File: config.mk
export PLATFORM = sky130hd
export DESIGN_NAME = sim_dsp_simd_acc
export DESIGN_NICKNAME = d
export VERILOG_FILES = /design/src/rtl/sim_dsp_simd_acc.sv
export SDC_FILE = /design/constraint.sdc
export NUM_CORES = 1
export LEC_CHECK = 0
export ABC_AREA = 0
export ABC_CLOCK_PERIOD_IN_PS = 13050
export CAP_MARGIN = 20
export CORE_MARGIN = 2
export CORE_UTILIZATION = 40
export CTS_CLUSTER_SIZE = 40
export DETAILED_ROUTE_END_ITERATION = 7
export HOLD_SLACK_MARGIN = 0.12
export PLACE_DENSITY = 0.6
export SLEW_MARGIN = 0
export SYNTH_ARGS = -nofsm -noshare
export SYNTH_HDL_FRONTEND = slang
export SYNTH_SLANG_ARGS = --single-unit
File: constraint.sdc
create_clock -name clk -period 13.05 [get_ports clk]
set_input_delay 1.9575 -clock clk [delete_from_list [all_inputs] [get_ports clk]]
set_output_delay 1.9575 -clock clk [all_outputs]
set_load 0.005 [all_outputs]
File: src/rtl/sim_dsp_simd_acc.sv
// Dual-lane packet accumulator for the SIMD DSP products, with a 2-entry result FIFO.
// Results that arrive while the FIFO is full are discarded and flagged on drop_o.
module sim_dsp_simd_acc #(
  parameter int unsigned ACC_WIDTH = 32,
  parameter int unsigned CNT_WIDTH = 8
) (
  input  logic                 clk,
  input  logic                 rst,
  input  logic [18:0]          z0_i,
  input  logic [18:0]          z1_i,
  input  logic                 z_valid_i,
  input  logic                 z_last_i,
  input  logic                 mode_i,
  output logic [ACC_WIDTH-1:0] sum0_o,
  output logic [ACC_WIDTH-1:0] sum1_o,
  output logic [CNT_WIDTH-1:0] cnt_o,
  output logic                 sat_o,
  output logic                 sum_valid_o,
  input  logic                 sum_ready_i,
  output logic                 drop_o
);

  typedef enum logic [0:0] {StIdle, StAccum} state_e;

  typedef struct packed {
    logic [ACC_WIDTH-1:0] sum0;
    logic [ACC_WIDTH-1:0] sum1;
    logic [CNT_WIDTH-1:0] cnt;
    logic                 sat;
  } res_t;

  state_e               state_q, state_d;
  logic [ACC_WIDTH-1:0] acc0_q, acc0_d, acc1_q, acc1_d;
  logic [CNT_WIDTH-1:0] cnt_q, cnt_d;
  logic                 sat_q, sat_d;
  logic                 mode_q, mode_d;

  logic                 first;
  logic                 mode_eff;
  logic [19:0]          pair;
  logic [ACC_WIDTH-1:0] add0, add1, base0, base1, nxt0, nxt1;
  logic [ACC_WIDTH:0]   wide0, wide1;
  logic [CNT_WIDTH-1:0] nxt_cnt;
  logic                 nxt_sat;
  logic                 push;
  res_t                 new_res;

  // The first beat of a packet starts from zero rather than stale accumulator contents.
  always_comb begin
    first    = (state_q == StIdle);
    mode_eff = first ? mode_i : mode_q;
    pair     = {1'b0, z0_i} + {1'b0, z1_i};
    add0     = mode_eff ? ACC_WIDTH'(pair) : ACC_WIDTH'(z0_i);
    add1     = mode_eff ? '0 : ACC_WIDTH'(z1_i);
    base0    = first ? '0 : acc0_q;
    base1    = first ? '0 : acc1_q;
    wide0    = {1'b0, base0} + {1'b0, add0};
    wide1    = {1'b0, base1} + {1'b0, add1};
    nxt0     = wide0[ACC_WIDTH] ? '1 : wide0[ACC_WIDTH-1:0];
    nxt1     = wide1[ACC_WIDTH] ? '1 : wide1[ACC_WIDTH-1:0];
    nxt_sat  = (!first && sat_q) || wide0[ACC_WIDTH] || wide1[ACC_WIDTH];
    if (first) begin
      nxt_cnt = CNT_WIDTH'(1);
    end else if (&cnt_q) begin
      nxt_cnt = cnt_q;
    end else begin
      nxt_cnt = cnt_q + CNT_WIDTH'(1);
    end

    state_d = state_q;
    acc0_d  = acc0_q;
    acc1_d  = acc1_q;
    cnt_d   = cnt_q;
    sat_d   = sat_q;
    mode_d  = mode_q;
    if (z_valid_i) begin
      acc0_d  = nxt0;
      acc1_d  = nxt1;
      cnt_d   = nxt_cnt;
      sat_d   = nxt_sat;
      mode_d  = mode_eff;
      state_d = z_last_i ? StIdle : StAccum;
    end

    push         = z_valid_i && z_last_i;
    new_res.sum0 = nxt0;
    new_res.sum1 = nxt1;
    new_res.cnt  = nxt_cnt;
    new_res.sat  = nxt_sat;
  end

  always_ff @(posedge clk) begin
    if (rst) begin
      state_q <= StIdle;
      acc0_q  <= '0;
      acc1_q  <= '0;
      cnt_q   <= '0;
      sat_q   <= 1'b0;
      mode_q  <= 1'b0;
    end else begin
      state_q <= state_d;
      acc0_q  <= acc0_d;
      acc1_q  <= acc1_d;
      cnt_q   <= cnt_d;
      sat_q   <= sat_d;
      mode_q  <= mode_d;
    end
  end

  // Output FIFO: ent0 is the head and drives the outputs directly.
  res_t       ent0_q, ent0_d, ent1_q, ent1_d;
  logic [1:0] count_q, count_d;
  logic       drop_q, drop_d;
  logic       pop;

  always_comb begin
    ent0_d  = ent0_q;
    ent1_d  = ent1_q;
    count_d = count_q;
    drop_d  = drop_q;
    pop     = (count_q != 2'd0) && sum_ready_i;
    if (push && pop) begin
      if (count_q == 2'd2) begin
        ent0_d = ent1_q;
        ent1_d = new_res;
      end else begin
        ent0_d = new_res;
      end
    end else if (pop) begin
      if (count_q == 2'd2) begin
        ent0_d = ent1_q;
      end
      count_d = count_q - 2'd1;
    end else if (push) begin
      if (count_q == 2'd0) begin
        ent0_d  = new_res;
        count_d = 2'd1;
      end else if (count_q == 2'd1) begin
        ent1_d  = new_res;
        count_d = 2'd2;
      end else begin
        drop_d = 1'b1;
      end
    end
  end

  always_ff @(posedge clk) begin
    if (rst) begin
      ent0_q  <= '0;
      ent1_q  <= '0;
      count_q <= 2'd0;
      drop_q  <= 1'b0;
    end else begin
      ent0_q  <= ent0_d;
      ent1_q  <= ent1_d;
      count_q <= count_d;
      drop_q  <= drop_d;
    end
  end

  assign sum0_o      = ent0_q.sum0;
  assign sum1_o      = ent0_q.sum1;
  assign cnt_o       = ent0_q.cnt;
  assign sat_o       = ent0_q.sat;
  assign sum_valid_o = (count_q != 2'd0);
  assign drop_o      = drop_q;

endmodule
==> results of run 1 <==
path summary, 6_finish.rpt:
path	startpoint	endpoint	slack, ns	cells after the start
max	z0_i[0]	ent1_q[50]$_SDFFE_PP0P_	5.63	22
min reg2reg	ent1_q[7]$_SDFFE_PP0P_	ent1_q[7]$_SDFFE_PP0P_	0.46	2
max reg2reg	state_q$_SDFFE_PP0P_	sum1_o[14]$_SDFFE_PP0P_	8.04	15
min	ent1_q[7]$_SDFFE_PP0P_	ent1_q[7]$_SDFFE_PP0P_	0.46	2
logic make-up (layout without fill, tap and decap cells):
family	Yosys count	in the layout	synth area share [%]
flops	224	224	35.9
xor+xnor	63	63	4.42
mux	18	18	1.48
fa+ha+maj	65	65	6.69
compound gates	536	536	27.5
simple gates	549	549	20.0
buf+inv	132	208	4.12
through the flow:
stage | cells | utilization (%) | hold WS, ns | worst slack (ns) | power, mW
2_1_floorplan | 1587 | - | 0.437 | 6.58 | 1.02
3_3_place_gp | 2011 | 45.4 | 0.444 | 5.30 | 1.17
3_5_place_dp | 2011 | 45.4 | 0.448 | 5.15 | 1.18
4_1_cts | 2059 | 48.6 | 0.457 | 5.67 | 1.99
5_1_grt | 2059 | 48.6 | 0.470 | 5.20 | 2.07
6_report | 2059 | 48.6 | 0.457 | 5.63 | 1.98
flip-flops by register name, summed over array words and instances, names as in the netlist:
name,count
acc0_q,32
acc1_q,32
cnt_o,8
cnt_q,8
count_q,2
drop_o,1
ent1_q,73
mode_q,1
sat_o,1
sat_q,1
state_q,1
sum0_o,32
sum1_o,32
routing by layer:
metal / vias up / track usage, % / wire length (um)
met3: 54 / 2.34 / 1420
met1: 5492 / 31.2 / 18100
li1: 5818 / - / -
met2: 258 / 36.0 / 16500
met4: 0 / 6.58 / 1070
met5: - / 0 / 0
layout make-up:
class	count	area (sq um)
repair buffers	133	1290
well taps	396	495
flip-flops and latches	224	4490
clock buffers	34	751
inverters	27	101
clock inverters	14	223
multi-input cells	1231	7550
fillers	2983	15800
Yosys cell counts (all sizes together) (4+ instances only):
cell type	instances	area, sq um
o31ai	6	45.0
nand2	122	458
nand4	8	50.1
o22ai	25	156
mux2i	14	140
o211ai	5	37.5
a21o	32	240
xor2	25	219
and2	63	394
xnor2	38	333
o21ai	113	566
nand2b	14	87.6
o21a	11	82.6
inv	26	97.6
nor2b	5	31.3
and4	4	35.0
a31oi	14	87.6
a22oi	18	135
ha	62	776
o21bai	6	45.0
and3	13	81.3
a21oi	148	744
a311oi	14	123
a211oi	104	781
a2111oi	4	35.0
nor2	244	921
or3	7	43.8
a211o	4	35.0
buf	14	71.3
a31o	5	43.8
clkbuf	91	342
mux2	4	45.0
nor3	26	130
nand3	31	155
o221a	6	67.6
dfxtp	224	4480
worst max-delay path, delay by kind of cell:
kind            cells  cell delay (ns)
compound gates      9             2.19
fa+ha+maj           3             0.94
buf+inv             2             0.79
simple gates        8             1.97
report_power, final:
part / leakage, nW / switching (mW) / internal (mW)
logic: 3.39 / 0.239 / 0.166
clock network: 0.480 / 0.308 / 0.507
registers: 1.83 / 0.0305 / 0.730
==> results.tsv, run 1 <==
metric	value	unit
Starting Density	40.7	%
Critical Path Sink Type	flop	
post-synthesis sequential area ratio	35.9	%
setup violators final	0	
clk sinks	224	
GR Overflow Total	0	
Placeable Area	30700	sq um
max_cap viols	0	
overall routing resource usage	22.2	%
HP Class	reg -> reg	
fin crit period	7.42	ns
Leakage	5.70	nW
Async SR Flop Fraction	0	%
maximum clock rate	135	MHz
WP data arrival	7.87	ns
RePlAce Congestion	0.900	
die area	32700	sq um
Layout Skew	0.0217	ns
hold-fix buffer count after cts	0	
Synth Register Bits	224	
total wire length	37100	um
DR DRC count	0	
most frequent CP cell	a21oi_1	
Slowest Stage Delay on Critical Path	0.54	ns
RSZ-0062 raised after global routing	no	
layout cell share with drive strength beyond 1	5.71	%
worst-path fanout max	25	
vias in the first global route	11200	
global-route wire length before repair	60000	um
design area	14900	sq um
initial antenna violation count	0	
pin count of the biggest net entering global routing	82	
cell area after synthesis	12500	sq um
Pwr Density	133	nW/um^2
Worst EP required	13.50	ns
Die Wd	181	um
CTS Buffer Depth	3	
# IOs	119	
Final Cycle Share	56.8	%
slowest CP cell	or4b_4	
layout net count	1752	
remaining antenna violation count after routing	0	
vias	11600	
Placed Area	13900	sq um
Initial DRC Count	909	
Reg clk slew, reported paths	0.06	ns
final-report max-slew violation count	0	
CTS root buf	clkbuf_16	
Worst-Skew Late Latency	0.55	ns
Die Ht	181	um
CTS buffer count	26	
# rows	64	
Setup Total Neg Slack	0	ns
postcts setup bufs	0	
dpl hpwl	25300	um
Worst setup SP type	input pin	
area grow syn2layout	19.2	%
Avg Cell Area, Syn	7.87	sq um
routed len/inst	18.0	um
ant diodes	0	
worst vdd ir	0.000116	V
Pre-Repair DR Iteration Count	5	
Synth Net Count	1696	
Final Hold Fails	0	
most frequent cells in the layout	nor2_1 (241), dfxtp_1 (223), a21oi_1 (147), nand2_1 (122), clkdlybuf4s50_1 (116)	
Slew HR	31.5	%
Vias/cell	5.64	
post-synth cell types	68	
post_cts resized	0	
number of H-tree levels	1	
Worst Max-Slew Pin Slew	1.02	ns
top_reg_cell synth	dfxtp_1	
Post-Syn Instances	1587	
Crit Path Class	in -> reg	
status	complete, no violations	
worst-path cell chain	clkdlybuf4s50_1 > ha_1 > fa_1 > a21o_1 > a21oi_1 > nor3_1 > or2_2 > o221ai_1 > a21oi_1 > o21ai_0 > a21oi_1 > o31ai_1 > ha_1 > and3_1 > and4_1 > nand2_1 > or4b_4 > a21boi_4 > and3_1 > buf_4 > nor2_1 > a211oi_1	
CTS tree	done	
most common cell after layout, fill and taps aside	nor2_1	
EDFF count, synth	0	
Syn. warnings	0	
I/O Buffers	118	
No activity file was read; power rests on OpenSTA's default activity.
==> run 2, diff against run 1 <==
ABC_CLOCK_PERIOD_IN_PS = 7300   (was 13050)
clock period = 7.3 ns   (was 13.05 ns; I/O delays follow)
==> run 2 against run 1 <==
Cell count is essentially flat. Critical path type unchanged. Setup slack lost 4.8 ns. Global-route usage shrank 0.073 points. Cell area shrank 0.17%. Routed wire length grew 0.24%. First-iteration DRC count grew 11%. Clock power grew 73%. Clock skew is essentially flat.
==> results.tsv, run 2 (same netlist as run 1, synthesis figures left out) <==
metric	value	unit
overall power	3.49	mW
Reg2Reg Setup Slack	2.65	ns
Placeable Area	30700	sq um
GR Overflow Total	0	
worst-path cell chain	clkdlybuf4s50_1 > ha_1 > fa_1 > a21o_1 > a21oi_1 > nor3_1 > or2_2 > o221ai_1 > a21oi_1 > o21ai_0 > a21oi_1 > o31ai_1 > ha_1 > and3_1 > and4_1 > nand2_1 > or4b_4 > a21boi_4 > and3_1 > buf_4 > nor2_1 > a211oi_1	
remaining antenna violation count after routing	0	
reg2reg end	acc0_q[5]$_SDFFE_PP0P_	
fin crit period	6.49	ns
total wire length	37200	um
pin count of the biggest net entering global routing	118	
dpl hpwl	25300	um
Layout Cells excl Fill	2060	
most common cell after layout, fill and taps aside	nor2_1	
clk sinks	224	
DR DRC count	0	
status	complete, no violations	
Worst setup SP type	input pin	
Setup Total Neg Slack	0	ns
post_cts resized	0	
Fillers	2998	
max_cap viols	0	
CTS tree	done	
Worst EP required	7.74	ns
CTS root buf	clkbuf_16	
Final Cycle Share	88.9	%
most frequent cells in the layout	nor2_1 (242), dfxtp_1 (223), a21oi_1 (147), nand2_1 (122), clkdlybuf4s50_1 (116)	
CP bufs+invs	2	
worst-path fanout max	24	
max reg flops	73	
Slowest Stage Delay on Critical Path	0.55	ns
Layout Skew	0.0214	ns
Critical Path Sink Type	flop	
Die Ht	181	um
Initial DRC Count	1006	
Reg clk slew, reported paths	0.06	ns
routed len/inst	18.1	um
Leakage	5.69	nW
Worst-Skew Late Latency	0.55	ns
Starting Density	40.7	%
Slew HR	23.4	%
WP data arrival	6.92	ns
slowest CP cell	or4b_4	
layout net count	1754	
global-route wire length before repair	59600	um
largest register by flop count	ent1_q	
Pwr Density	235	nW/um^2
HP Class	reg -> reg	
origin of the critical flop-to-flop path	state_q$_SDFFE_PP0P_	
ant diodes	0	
worst vdd ir	0.000179	V
CTS buffer count	26	
postcts setup bufs	0	
Pre-Repair DR Iteration Count	5	
most frequent CP cell	a21oi_1	
Worst Max-Slew Pin Slew	1.14	ns
crit path to	acc0_q[5]$_SDFFE_PP0P_	
Crit Path Class	in -> reg	
vias	11600	
Final Hold Fails	0	
CTS Buffer Depth	3	
Die Wd	181	um
setup violators final	0	
final-report max-slew violation count	0	
area grow syn2layout	19.0	%
# IOs	119	
# rows	64	
CP Depth	22	
final core occ	48.5	%
Inst Count DP	2013	
hold path depth	2	
RSZ-0062 raised after global routing	no	
cell family with the largest share of critical-path delay	compound AO/OA/AOI/OAI gates	
layout cell share with drive strength beyond 1	5.53	%
die area	32700	sq um
number of H-tree levels	1	
hold-fix buffer count after cts	0	
I/O Buffers	118	
Worst R2R Path Depth	13	
Vias/cell	5.62	
RePlAce Congestion	0.886	
initial antenna violation count	0	
overall routing resource usage	22.2	%
vias in the first global route	11000	
maximum clock rate	154	MHz
Worst Setup SP	z0_i[0]	
==> run 2: cell types whose count changed in the layout (fill, tap and decap cells not counted), sizes merged <==
cell      previous run  this run
inv                 29        27
clkbuf              34        38
buf                 17        19
clkinvlp             1         0
bufinv               5         4
clkinv               6         5
==> run 2: final cells by class <==
cell class,instances,area [sq um],area share [%]
multi-input combinational,1231,7550,50.7
tap,396,495,3.33
inverter,27,101,0.681
timing repair buffer,135,1310,8.79
sequential,224,4490,30.2
clock inverter,9,160,1.08
clock buffer,38,776,5.22
==> run 2: worst reg2reg max path: stages (launching register included) <==
cell and delay [ns]:
dfxtp_2 0.38, mux2i_4 0.33, buf_4 0.46, o21ai_0 0.32, ha_1 0.46, o21ai_1 0.09
a21oi_1 0.29, o211ai_1 0.20, or4b_4 0.60, a21boi_4 0.24, and3_1 0.47, buf_4 0.36
nor2_1 0.12, a211oi_1 0.25
==> run 2: stage by stage <==
stage	instance area, sq um	hold WS, ns	worst slack, ns
after floorplan	12500	0.437	1.69
after global placement	13900	0.445	0.408
after detailed placement	13900	0.448	0.331
final	14900	0.454	0.812
after global routing	14900	0.475	0.406
after CTS	14900	0.456	0.860
==> run 2: how the worst min path moves through the flow <==
stage                            from                     end  slack (ns)
2_1_floorplan  ent1_q[2]$_SDFFE_PP0P_  ent1_q[2]$_SDFFE_PP0P_        0.44
3_5_place_dp   ent1_q[3]$_SDFFE_PP0P_  ent1_q[3]$_SDFFE_PP0P_        0.45
4_1_cts        ent1_q[3]$_SDFFE_PP0P_  ent1_q[3]$_SDFFE_PP0P_        0.46
3_3_place_gp   ent1_q[7]$_SDFFE_PP0P_  ent1_q[7]$_SDFFE_PP0P_        0.44
5_1_grt        ent1_q[4]$_SDFFE_PP0P_  ent1_q[4]$_SDFFE_PP0P_        0.48
6_report       ent1_q[8]$_SDFFE_PP0P_  ent1_q[8]$_SDFFE_PP0P_        0.45
==> run 2: power breakdown <==
part	leakage (nW)	internal [mW]	switching [mW]
logic	3.40	0.297	0.428
clock network	0.462	0.877	0.536
registers	1.83	1.31	0.0509
total	5.69	2.48	1.01
==> run 2: routing by layer <==
metal,track usage [%],wire length [um],vias up
met5,0,0,-
met4,3.84,534,0
met3,2.66,1450,39
met2,36.8,17000,231
met1,31.3,18200,5484
li1,-,-,5821
==> variant 1, RTL diff (settings of run 2) <==
Reset style: asynchronous (`rst`), changed in 2 clocked blocks.
--- a/src/rtl/sim_dsp_simd_acc.sv
+++ b/src/rtl/sim_dsp_simd_acc.sv
@@ -89,7 +89,7 @@
     new_res.sat  = nxt_sat;
   end
 
-  always_ff @(posedge clk) begin
+  always_ff @(posedge clk or posedge rst) begin
     if (rst) begin
       state_q <= StIdle;
       acc0_q  <= '0;
@@ -144,7 +144,7 @@
     end
   end
 
-  always_ff @(posedge clk) begin
+  always_ff @(posedge clk or posedge rst) begin
     if (rst) begin
       ent0_q  <= '0;
       ent1_q  <= '0;
Formal check against the unedited RTL: differs if rst is asserted again (counterexample within 4 cycles, from zero or initial values and one cycle with rst high); with rst held inactive, the same outputs for 4 cycles.
==> variant 1 against run 2 <==
Count of clock-buffer cells in the layout fell by 7. Register-to-register slack improved by 0.07 ns. Sequential cell count did not move. Final cell count fell by 0.39%. Routed wire length fell by 4.5%. Critical path depth fell by 2. Setup slack improved by 0.57 ns. Synthesized area rose by 5.8%. Core utilization fell by 0.22 points. Cell area rose by 5.6%. Die area rose by 5.6%.
Power is not compared: it rests on default switching activity, and its combinational part moved more than twofold at a synthesized area within 25%.
==> variant 1: results (changes against run 2) <==
* Cell types with the largest area share after synthesis: dfrtp_1 (42%), ha_1 (5.9%), nand2_1 (5.7%) (was dfxtp_1 (36%), nor2_1 (7.3%), a211oi_1 (6.2%))
* Synth unique cells at 74 (was 68)
* Final Net Count at 1699 (was 1754)
* Placer congestion estimate at 0.9136 (was 0.8861)
* Pin count of the biggest net entering global routing at 110 (was 118)
* Top cell type's share of synthesized area at 0.4242 (was 0.3589)
* Total placed cells including tap cells at 2004 (was 2013)
* Count of H-tree levels built during CTS at 1 (unchanged)
* Relative slew slack at 0.2795 (was 0.2341)
* Outcome: completed (unchanged)
* CP Data Arrival Time at 6.34 ns (was 6.92 ns)
* Delay of the slowest cell on the worst path at 0.58 ns (was 0.55 ns)
* Sequential-to-total area share from yosys stat at 0.4242 (was 0.3589)
* N_diodes at 0 (unchanged)
* Number of input and output port buffers inserted at 118 (unchanged)
* Vias in the first global route at 10753 (was 10982)
* Global-route wire length before repair at 58.44 mm (was 59.62 mm)
* Pre-antenna DRT Iters at 6 (was 5)
* Async set-reset flop share out of synthesis at 1.000 (was 0)
* Maximum vdd ir drop at 0.0003021 V
* Cts bufs inserted at 26 (unchanged)
* Ratio of cells with drive above 1 in the final layout at 0.07640 (was 0.05529)
* Max Buffers Root-to-Sink at 3 (unchanged)
* Number of design-rule violations left by the first detailed-router iteration at 847 (was 1006)
* Placed wire-length estimate after detailed placement at 24.86 mm (was 25.33 mm)
* Master cell of the clock root buffer: clkbuf_16 (unchanged)
* Highest net fanout along the worst path at 25 (was 24)
* Leak Pwr at approximately 7.0 nW
* Cell with the largest stage delay on the worst path: clkdlybuf4s50_1 (was or4b_4)
* Final clock skew at 0.01361 ns (was 0.02141 ns)
* Final routed wire length divided by cell count at 17.32 um (was 18.06 um)
* Total global-route track usage at 0.2111 (was 0.2218)
* Fill cell instance count of the final layout at 3217 (was 2998)
* Clock insertion delay at the later pin of the skew report at 0.53 ns (was 0.55 ns)
* Cell count after synthesis at 1518 (was 1587)
* Via-to-Cell Ratio at 5.373 (was 5.619)
* Number of nets produced by synthesis at 1627 (was 1696)
* Leading post-synthesis cells by instance count: dfrtp_1 (224), nand2_1 (202), nor2_1 (180) (was nor2_1 (242), dfxtp_1 (224), a21oi_1 (147))
* Resize count post-CTS at 0 (unchanged)
* WL final at 35.53 mm (was 37.20 mm)
[variant 1: changes by cell type after synthesis, moves of 10 or more]
cell,delta
nor3_1,-12
a31oi_1,+10
dfrtp_1,+224
o21ai_0,+17
dfxtp_1,-224
clkbuf_1,-16
a311oi_1,-14
nor2_4,+15
nor2_1,-62
nand2_1,+80
o21ai_1,+10
a211oi_1,-78
[variant 1: worst min-delay path: stages (launching register included)]
cell	delay [ns]
dfrtp_1	0.34
nand2_1	0.05
nand2_1	0.05
[variant 1: layout make-up]
cell class | count | area [um2] | share of cell area
inverter | 26 | 105.1 | 0.006692
clock buffer | 31 | 720.7 | 0.04589
tap | 442 | 553.0 | 0.03521
multi-input combinational | 1181 | 7184 | 0.4575
clock inverter | 17 | 226.5 | 0.01442
timing repair buffer | 131 | 1309 | 0.08333
sequential | 224 | 5607 | 0.3570
[variant 1: final timing paths]
path / start / to / slack [ns] / depth (start not counted)
worst min-delay path: ent1_q[5]$_DFFE_PP0P_ / ent1_q[5]$_DFFE_PP0P_ / 0.48 / 2
worst max register to register: state_q$_DFFE_PP0P_ / sum1_o[26]$_DFFE_PP0P_ / 2.72 / 14
worst min register to register: ent1_q[5]$_DFFE_PP0P_ / ent1_q[5]$_DFFE_PP0P_ / 0.48 / 2
worst max-delay path: z1_i[1] / sum0_o[6]$_DFFE_PP0P_ / 1.38 / 20
max in group asynchronous: rst / state_q$_DFFE_PP0P_ / 4.73 / 3
min in group asynchronous: rst / sum1_o[18]$_DFFE_PP0P_ / 1.07 / 2
[variant 1: cell families (layout without fill, tap and decap cells)]
| family | count (synthesis) | after routing | synth area share |
|---|---|---|---|
| simple gates | 552 | 552 | 0.1930 |
| compound gates | 478 | 478 | 0.2243 |
| flops | 224 | 224 | 0.4242 |
| buf+inv | 113 | 205 | 0.03531 |
| xor+xnor | 67 | 67 | 0.04440 |
| fa+ha+maj | 65 | 65 | 0.06325 |
| mux | 19 | 19 | 0.01562 |
[variant 1: power by group]
part | total, W | leakage [nW] | switching [W] | internal (W)
clock network | 0.00143 | 0.454 | 0.000545 | 0.000881
registers | 0.00201 | 2.78 | 0.000298 | 0.00171
logic | 0.00250 | 3.72 | 0.00137 | 0.00113
[variant 1: routing by layer]
metal	wire, um	vias up	GRT usage
li1	-	5481	-
met5	0	-	0
met3	1455	50	0.02602
met4	684	0	0.05102
met2	17030	219	0.3591
met1	16370	5276	0.2863
[variant 1: per-stage QoR]
stage,area [um2],setup WS (ns),power (W)
after floorplan,13220,0.07053,0.003600
after global placement,14730,1.008,0.004486
after detailed placement,14760,0.9023,0.004542
after CTS,15710,1.444,0.005994
after global routing,15710,0.9455,0.006392
final,15710,1.381,0.005934
==> variant 2, RTL diff (flow settings as in run 2) <==
Without the edit above. `CNT_WIDTH`: 8 -> 10.
--- a/src/rtl/sim_dsp_simd_acc.sv
+++ b/src/rtl/sim_dsp_simd_acc.sv
@@ -2,7 +2,7 @@
 // Results that arrive while the FIFO is full are discarded and flagged on drop_o.
 module sim_dsp_simd_acc #(
   parameter int unsigned ACC_WIDTH = 32,
-  parameter int unsigned CNT_WIDTH = 8
+  parameter int unsigned CNT_WIDTH = 10
 ) (
   input  logic                 clk,
   input  logic                 rst,
Ports: changed (resized cnt_o); port bits go from 119 to 121. The function was not compared with the original's and may differ.
==> variant 2 against run 2 <==
Cell area up 3.6%. Total power increased by 0.67%. Setup slack improved by 0.48 ns. Synthesized area is 3.9% higher. Clock power shrank 4%. Routed wire length shrank 0.95%. Sequential cell count is 6 higher. Largest cell class unchanged.
==> variant 2: results (changes against run 2) <==
* Post-DP Area at 0.01451 mm2 (was 0.01394 mm2)
* Placer congestion estimate at 0.9367 (was 0.8861)
* Cell types with the largest area share after synthesis: dfxtp_1 (35%), a211oi_1 (8.1%), nor2_1 (7.1%) (was dfxtp_1 (36%), nor2_1 (7.3%), a211oi_1 (6.2%))
* R2r worst-path depth at 14 (was 13)
* Cell with the largest stage delay on the worst path: nor2_1 (was or4b_4)
* N_diodes at 4 (was 0)
* Comb_multi_in at 1245 (was 1231)
* Area occupied by multi-input gates at 0.007904 mm2 (was 0.007546 mm2)
* Fraction of synthesized cell area in xor and xnor cells at 0.03844 (was 0.04416)
* Flip-flop count of the largest register, all copies and words added at 75 (was 73)
* Ratio of cells with drive above 1 in the final layout at 0.06335 (was 0.05529)
* Number of design-rule violations left by the first detailed-router iteration at 695 (was 1006)
* Maximum vdd ir drop at 0.0001632 V (was 0.0001789 V)
* Clock network area share at 0.05783 (was 0.06293)
* WL final at 36.84 mm (was 37.20 mm)
* Non-clock buffer area fraction after layout at 0.08763 (was 0.08792)
* Fill cell instance count of the final layout at 3112 (was 2998)
* Storage cell area at 0.004606 mm2 (was 0.004486 mm2)
* WP data required at 7.68 ns (was 7.74 ns)
* Outcome: completed (unchanged)
* Placed wire-length estimate after detailed placement at 25.31 mm (was 25.33 mm)
* Leak Pwr at 5.701 nW (was 5.691 nW)
* Multiplexer share of the synthesized area at 0.02302 (was 0.01482)
* Sequential-to-total area share from yosys stat at 0.3545 (was 0.3589)
* Final clock skew at 0.01826 ns (was 0.02141 ns)
## variant 2: cell count changes after synthesis, moves of 5 or more
cell	run 2	this run
a211oi_1	104	140
a21oi_1	147	89
a31oi_1	14	7
dfxtp_1	224	230
mux2_2	4	11
nand2_1	122	139
nand2b_1	14	23
nand3_1	31	16
nand3b_1	0	6
nand4_1	8	13
o21ai_0	108	69
o221a_2	6	0
o22ai_1	25	48
xor2_1	25	20
## variant 2: per-layer routing
metal	part of all wire	global-route usage
met1	0.48	0.2952
met2	0.45	0.3485
met3	0.035	0.02371
met4	0.033	0.08096
met5	0	0
## variant 2: per-stage QoR
stage / power [W] / utilization / cells
global placement: 0.002173 / 0.4561 / 2077
floorplan: 0.001896 / - / 1610
CTS: 0.003542 / 0.4842 / 2124
global route: 0.003687 / 0.4845 / 2128
finish: 0.003516 / 0.4845 / 2128
detailed placement: 0.002181 / 0.4561 / 2077
## variant 2: worst max-delay path: cells and delay by family
kind            cells  cell delay (ns)
compound gates      9             2.04
simple gates        4             1.39
fa+ha+maj           3             1.03
buf+inv             1             0.43
mux                 1             0.26
xor+xnor            1             0.14
## variant 2: worst max-delay path by stage
stage / start / end / slack [ns] / depth (start not counted)
after floorplan: z0_i[0] / sum0_o[21]$_SDFFE_PP0P_ / 1.91 / 20
after global placement: z0_i[0] / ent1_q[71]$_SDFFE_PP0P_ / 0.88 / 19
after detailed placement: z0_i[0] / ent1_q[72]$_SDFFE_PP0P_ / 0.77 / 19
after CTS: z0_i[0] / ent1_q[72]$_SDFFE_PP0P_ / 1.32 / 19
after global routing: z0_i[0] / ent1_q[72]$_SDFFE_PP0P_ / 0.93 / 19
final: z0_i[0] / ent1_q[72]$_SDFFE_PP0P_ / 1.29 / 19
